--- config.mk ---
export PLATFORM = sky130hd
export DESIGN_NAME = state_mem
export DESIGN_NICKNAME = d
export VERILOG_FILES = /design/src/rtl/state_mem.sv
export SDC_FILE = /design/constraint.sdc
export NUM_CORES = 1
export LEC_CHECK = 0
export ABC_AREA = 0
export BUFFER_PORTS_ARGS = -buffer_cell sky130_fd_sc_hd__buf_2
export CAP_MARGIN = 20
export CORE_MARGIN = 1.5
export CORE_UTILIZATION = 50
export DETAILED_ROUTE_END_ITERATION = 6
export PLACE_DENSITY = 0.86
export SYNTH_ARGS = -nofsm -noshare
export SYNTH_HDL_FRONTEND = slang
export SYNTH_SLANG_ARGS = --single-unit
--- constraint.sdc ---
create_clock -name clk -period 5.5 [get_ports clk]
set_input_delay 0.275 -clock clk [delete_from_list [all_inputs] [get_ports clk]]
set_output_delay 0.275 -clock clk [all_outputs]
set_load 0.03 [all_outputs]
--- src/rtl/state_mem.sv ---
// Memory-access stage: issues at most one load/store per EX result over the
// valid/ready data-memory channels, aligns/extends loads and produces the RF write.
module state_mem (
  input  logic        clk,
  input  logic        rst,
  input  logic        exe_valid,
  input  logic        is_load,
  input  logic        is_store,
  input  logic [2:0]  mem_op,
  input  logic [31:0] addr,
  input  logic [31:0] store_data,
  input  logic [31:0] ex_result,
  input  logic [4:0]  rd,
  input  logic        reg_wen,
  output logic [31:0] Address,
  output logic        MemWrite,
  output logic        MemRead,
  output logic [31:0] Write_data,
  output logic [3:0]  Write_strb,
  input  logic        Mem_Req_Ready,
  input  logic [31:0] Read_data,
  input  logic        Read_data_Valid,
  output logic        Read_data_Ready,
  output logic        RF_wen,
  output logic [4:0]  RF_waddr,
  output logic [31:0] RF_wdata,
  output logic        complete_this,
  output logic        fb_mem,
  output logic [31:0] cpu_perf_cnt_ld,
  output logic [31:0] cpu_perf_cnt_st
);

  typedef enum logic [4:0] {
    IDLE = 5'b00001,
    ST   = 5'b00010,
    LD   = 5'b00100,
    RDW  = 5'b01000,
    WB   = 5'b10000
  } state_e;

  state_e      state_q, state_d;
  logic [31:0] addr_q, sdata_q, exres_q;
  logic [2:0]  op_q;
  logic [4:0]  rd_q;
  logic        wen_q;
  logic        rf_wen_q, rf_wen_d;
  logic [4:0]  rf_waddr_q, rf_waddr_d;
  logic [31:0] rf_wdata_q, rf_wdata_d;
  logic [31:0] cnt_ld_q, cnt_st_q;
  logic [31:0] rsh_b, rsh_h, ld_ext;
  logic        take;

  assign take = (state_q == IDLE) && exe_valid;

  always_comb begin
    state_d = state_q;
    unique case (state_q)
      IDLE: if (exe_valid) state_d = is_store ? ST : (is_load ? LD : WB);
      ST:   if (Mem_Req_Ready) state_d = WB;
      LD:   if (Mem_Req_Ready) state_d = RDW;
      RDW:  if (Read_data_Valid) state_d = WB;
      WB:   state_d = IDLE;
      default: state_d = IDLE;
    endcase
  end

  // Load lane extraction from the latched byte address
  always_comb begin
    rsh_b = Read_data >> {addr_q[1:0], 3'b000};
    rsh_h = Read_data >> {addr_q[1], 4'b0000};
    unique case (op_q)
      3'b000:  ld_ext = {{24{rsh_b[7]}}, rsh_b[7:0]};
      3'b001:  ld_ext = {{16{rsh_h[15]}}, rsh_h[15:0]};
      3'b100:  ld_ext = {24'b0, rsh_b[7:0]};
      3'b101:  ld_ext = {16'b0, rsh_h[15:0]};
      default: ld_ext = Read_data;
    endcase
  end

  // RF write is staged so it is visible exactly in the WB cycle
  always_comb begin
    rf_wen_d   = 1'b0;
    rf_waddr_d = 5'd0;
    rf_wdata_d = 32'd0;
    unique case (state_q)
      IDLE: if (exe_valid && !is_store && !is_load) begin
        rf_wen_d   = reg_wen && (rd != 5'd0);
        rf_waddr_d = rd;
        rf_wdata_d = ex_result;
      end
      ST: if (Mem_Req_Ready) rf_waddr_d = rd_q;
      RDW: if (Read_data_Valid) begin
        rf_wen_d   = wen_q && (rd_q != 5'd0);
        rf_waddr_d = rd_q;
        rf_wdata_d = ld_ext;
      end
      default: ;
    endcase
  end

  always_ff @(posedge clk) begin
    if (rst) begin
      state_q    <= IDLE;
      addr_q     <= '0;
      sdata_q    <= '0;
      exres_q    <= '0;
      op_q       <= '0;
      rd_q       <= '0;
      wen_q      <= 1'b0;
      rf_wen_q   <= 1'b0;
      rf_waddr_q <= '0;
      rf_wdata_q <= '0;
      cnt_ld_q   <= '0;
      cnt_st_q   <= '0;
    end else begin
      state_q    <= state_d;
      rf_wen_q   <= rf_wen_d;
      rf_waddr_q <= rf_waddr_d;
      rf_wdata_q <= rf_wdata_d;
      if (take) begin
        addr_q  <= addr;
        sdata_q <= store_data;
        exres_q <= ex_result;
        op_q    <= mem_op;
        rd_q    <= rd;
        wen_q   <= reg_wen;
      end
      if (state_q == RDW && Read_data_Valid) cnt_ld_q <= cnt_ld_q + 32'd1;
      if (state_q == ST && Mem_Req_Ready)    cnt_st_q <= cnt_st_q + 32'd1;
    end
  end

  always_comb begin
    Write_strb = 4'b0000;
    Write_data = 32'd0;
    if (state_q == ST) begin
      unique case (op_q[1:0])
        2'b00: begin
          Write_strb = 4'b0001 << addr_q[1:0];
          Write_data = sdata_q << {addr_q[1:0], 3'b000};
        end
        2'b01: begin
          Write_strb = 4'b0011 << {addr_q[1], 1'b0};
          Write_data = sdata_q << {addr_q[1], 4'b0000};
        end
        default: begin
          Write_strb = 4'b1111;
          Write_data = sdata_q;
        end
      endcase
    end
  end

  assign MemWrite        = (state_q == ST);
  assign MemRead         = (state_q == LD);
  assign Address         = (MemWrite || MemRead) ? {addr_q[31:2], 2'b00} : 32'd0;
  assign Read_data_Ready = (state_q == RDW);
  assign complete_this   = (state_q == WB);
  assign fb_mem          = (state_q == ST) || (state_q == LD) || (state_q == RDW) ||
                           (take && (is_load || is_store));
  assign RF_wen          = rf_wen_q;
  assign RF_waddr        = rf_waddr_q;
  assign RF_wdata        = rf_wdata_q;
  assign cpu_perf_cnt_ld = cnt_ld_q;
  assign cpu_perf_cnt_st = cnt_st_q;

endmodule

# Word-level counts from Yosys, hierarchy flattened
# Cells that the tools add are included.
# totals
register_bits,180
in_bits,144
elab_cells,74
# classes
shift,6
reduce_logical,19
eq_ne,13
add_sub_neg,2
muxes,23
# op_table
cell,count
32-bit 2-to-1 mux,4
32-bit case mux with 2 select lines,2
32-bit case mux with 4 select lines,1
"32-bit by 1-bit adder with 32-bit output, second input constant",2
32-bit by 5-bit << shifter with 32-bit output,2
5-bit 2-to-1 mux,9
32-bit by 5-bit right shift with 16-bit output,1
32-bit by 5-bit right shift with 8-bit output,1
5-bit case mux with 4 select lines,1
5-bit case mux with 3 select lines,1
5-bit nonzero test,2
1-bit logical AND,8
4-bit case mux with 2 select lines,1
"3-bit equality test, second input constant",2
"5-bit by 1-bit equality test with 1-bit output, second input constant",1
"5-bit by 2-bit equality test with 1-bit output, second input constant",1
"5-bit by 3-bit equality test with 1-bit output, second input constant",1
"5-bit by 4-bit equality test with 1-bit output, second input constant",1
"5-bit equality test, second input constant",1
1-bit logical OR,4
4-bit 2-to-1 mux,1
"2-bit by 1-bit inequality test with 1-bit output, second input constant",2
"2-bit inequality test, second input constant",2
4-bit AND reduction,1
other kinds (9),11

# Logic depth before layout (Yosys ltp)
# depth
ltp_word,5
depth_mapped,8

# Least setup slack after synthesis
# No wires, ideal clock.
# synth_timing
path_type,reg2out
start,register state_q[3]
end,output port Write_data[10]
stages_incl_launch_ff,7
setup_slack_ps,3150
arrival_ps,2075
t_required_ps,5225
n_path_buf,1
cell_sequence,dfxtp_1 -> nor2_1 -> nand3_1 -> or2_2 -> buf_2 -> nor3_1 -> a22o_1
# synth_via
elab_chain_cells,2
# synth_rtl
item,line,text
from (decl),41,"state_e state_q, state_d;"
from (signal assigned),116,state_q <= state_d;
5-bit by 2-bit equality test with 1-bit output,136,if (state_q == ST) begin
32-bit 2-to-1 mux,136,
to (decl),18,"output logic [31:0] Write_data,"
# No other way between the ends.

# Worst setup path after layout
# layout_timing
start,register op_q[0]
end,output port Write_data[14]
# layout_via
elab_chain_cells,3
word_cells_on_any_way,4
# layout_rtl
item,line,text
from (decl),43,logic [2:0] op_q;
from (signal assigned),124,op_q <= mem_op;
2-bit by 1-bit equality test with 1-bit output or 2-bit logical NOT (tied branches),137,unique case (op_q[1:0])
32-bit case mux with 2 select lines (*),137,
32-bit 2-to-1 mux (*),136,
# Mark *: on every way between the ends. The rest lies on a longest branch, timed or not.

==> results.md <==
* Outcome: finished, final reports clean
* Post-synthesis mux area share at 2.31%
* Grt ovf at 0
* Setup_tns at 0 ns
* Crit path kind: register to output port
* Seq/Total Area, Yosys at 43.2%
* CTS tree: built
* DRC at 0
* Slew HR at 24.4%
* Worst r2r path cells at 6
* Hold Path End: addr_q[23]$_SDFFE_PP0N_
* Commonest non-fill, non-tap cell in the layout: buf_2
* FMAX at 284 MHz
* Antenna Nets Post-Route at 0
* Crit path capture type: output port
* Worst r2r dst: RF_wdata[10]$_SDFF_PP0_
* Port Buffers at 316
* Synth Area in Compound Gates at 17.2%
* Cells after Synth at 1055
* Number of H-tree levels at 4
* Max Fanout on Critical Path at 17
* TritonRoute pass-1 iters at 6
* First-iteration detailed-routing DRC count at 743
* Hold Path Class: primary input to register
* Clock sink count at 180
* Vias in the first global route at 8072
* Chip height at 132 um
* Netlist Area Pre-Place at 8340 um2
* Largest family of logic cells by synthesized area: simple AND/OR/NAND/NOR gates
* Layout cells sized above 1 at 28.6%
* Core area at 16500 um2
* Flops & latches, synth at 180
* Final period util at 64.0%
* Least-Margin Pin Slew at 1.13 ns
* Hold Vio Cnt, Final at 0
* Full die area at 17500 um2
* Yosys warns at 0
* Simple-gate share of the synthesized area at 28.4%
* Clk_lat worst skew at 0.42 ns
* GP Congestion at 0.970
* Root buf cell: clkbuf_16
* Initial core utilization at 50.7%
* R2R Setup Slk at 2.81 ns
* Final wirelength at 26.2 mm
* WP data arrival at 3.24 ns
* FP Rows at 47
* Leakage power at 0.00455 uW
* Cts repair resizes at 0
* Initial antenna violation count at 9
* Mean post-synth cell area at 7.91 um2
* Yosys cell types at 57
* Post-Synth XOR/XNOR Area at 4.62%
* Final min period at 3.52 ns
* RSZ-0062 raised after global routing: false
* Die width at 132 um
* Clock buffer depth at 2
* EDFF count, synth at 0
* First-pass GRT wire length at 40.7 mm
* Adder-Cell Fraction of Synth Area at 0.300%
* Cts hold-fix bufs at 0
* Wire per inst at 16.7 um
* GRT Util Overall at 28.9%
* Post-CTS Setup Bufs at 0
* DP HPWL at 19.3 mm
* Clock slew at reported path FFs at 0.07 ns
* Largest net degree at the start of global routing at 77
* Max-slew violation count at 0
* Ys async rst share at 0%
* Power per cell area at 273 nW/um2
* Peak VDD IR at 211 uV
* TritonCTS buffer count at 17
* Hold path depth at 3
* I/O Pins at 319
* Nets@finish at 1475
* CP Data Required Time at 5.22 ns
* Via density at 5.67
* Setup Viol. Count Final at 0
* Clk_skew at 0.0140 ns
* Final Core Density at 64.3%
* Area grow syn2layout at 26.8%
* Top FF cell, synth: dfxtp_1
* Hold Startpoint: addr[23]
* R2r startpoint: addr_q[1]$_SDFFE_PP0N_
* Setup crit start kind: register
* Via count at 8909
* Max Cap Viol at 0
* Most frequent cells in the layout: buf_2 (315), nand2_1 (212), dfxtp_1 (180)
==> logic make-up (layout without fill, tap and decap cells) <==
kind of cell	count (synthesis)	after routing
multiplexers	18	18
other	1	10
AND/OR/NAND/NOR	488	488
flip-flops	180	180
XOR/XNOR	44	44
adder cells (fa/ha/maj)	2	2
AO/OA/AOI/OAI	238	238
buffers and inverters	84	370
==> worst max path at each step <==
stage | start | to | slack (ns)
3_5_place_dp | op_q[0]$_SDFFE_PP0N_ | Write_data[14] | 2.49
4_1_cts | op_q[0]$_SDFFE_PP0N_ | Write_data[14] | 2.03
3_3_place_gp | op_q[0]$_SDFFE_PP0N_ | Write_data[14] | 2.63
6_report | op_q[0]$_SDFFE_PP0N_ | Write_data[14] | 1.98
5_1_grt | op_q[0]$_SDFFE_PP0N_ | Write_data[14] | 1.74
2_1_floorplan | state_q[3]$_SDFFE_PP0P_ | Write_data[10] | 3.15
==> area by class of cell <==
cell class	count	area, um2
sequential	180	3600
clock buffer	20	457
clock inverter	12	95.1
multi-input combinational	792	4430
tap	220	275
timing repair buffer	324	1640
inverter	14	52.6
antenna	8	20.0
fill	1421	5880
==> layer usage <==
layer,track usage [%],up-vias,routed length (um)
li1,-,4224,-
met1,34.4,4132,10100
met2,48.5,463,12700
met3,6.81,84,2270
met4,15.4,6,1070
met5,0,-,43
==> cell usage after synthesis, types with 18 or more instances <==
cell type	n	share of area, %
nand3_1	18	1.1
nand4_1	26	1.9
nor2_1	86	3.9
xnor2_1	23	2.4
dfxtp_1	180	43
xor2_1	21	2.2
clkbuf_1	60	2.7
nand2_1	212	9.5
o21ai_0	28	1.7
a21oi_1	130	7.8
and2_1	40	3.0
a22oi_1	38	3.4
==> per-stage QoR <==
step                      power (uW)  setup slack [ns]  instances  hold WS [ns]  instance area (um2)
after detailed placement        1780              2.49       1530         0.442                10000
after global routing            3010              1.74       1567        0.0687                10600
after floorplan                 1650              3.15       1056         0.411                 8350
after CTS                       2910              2.03       1562        0.0697                10600
after global placement          1770              2.63       1530         0.437                10000
final                           2890              1.98       1570        0.0874                10600
==> sequential cells by signal (all words and copies together), names as in the netlist <==
register         cells
addr_q              32
sdata_q             32
RF_wdata            32
wen_q                1
state_q              5
RF_wen               1
RF_waddr             5
cpu_perf_cnt_ld     32
rd_q                 5
cpu_perf_cnt_st     32
op_q                 3
==> where the power goes <==
| part | switching [uW] | internal (uW) | leakage, uW |
|---|---|---|---|
| logic | 226 | 124 | 0.00283 |
| clock network | 527 | 610 | 0.000261 |
| registers | 49.5 | 1360 | 0.00146 |
| total | 803 | 2090 | 0.00455 |
==> critical path, cell delays in order (launching register included) <==
cell	delay, ns
dfxtp_1	0.45
nor2b_1	0.78
nor2_1	0.09
nor2_1	0.58
nor2_1	0.42
a22o_1	0.34
buf_2	0.18
Note: power is estimated with default switching activity, not from simulation.
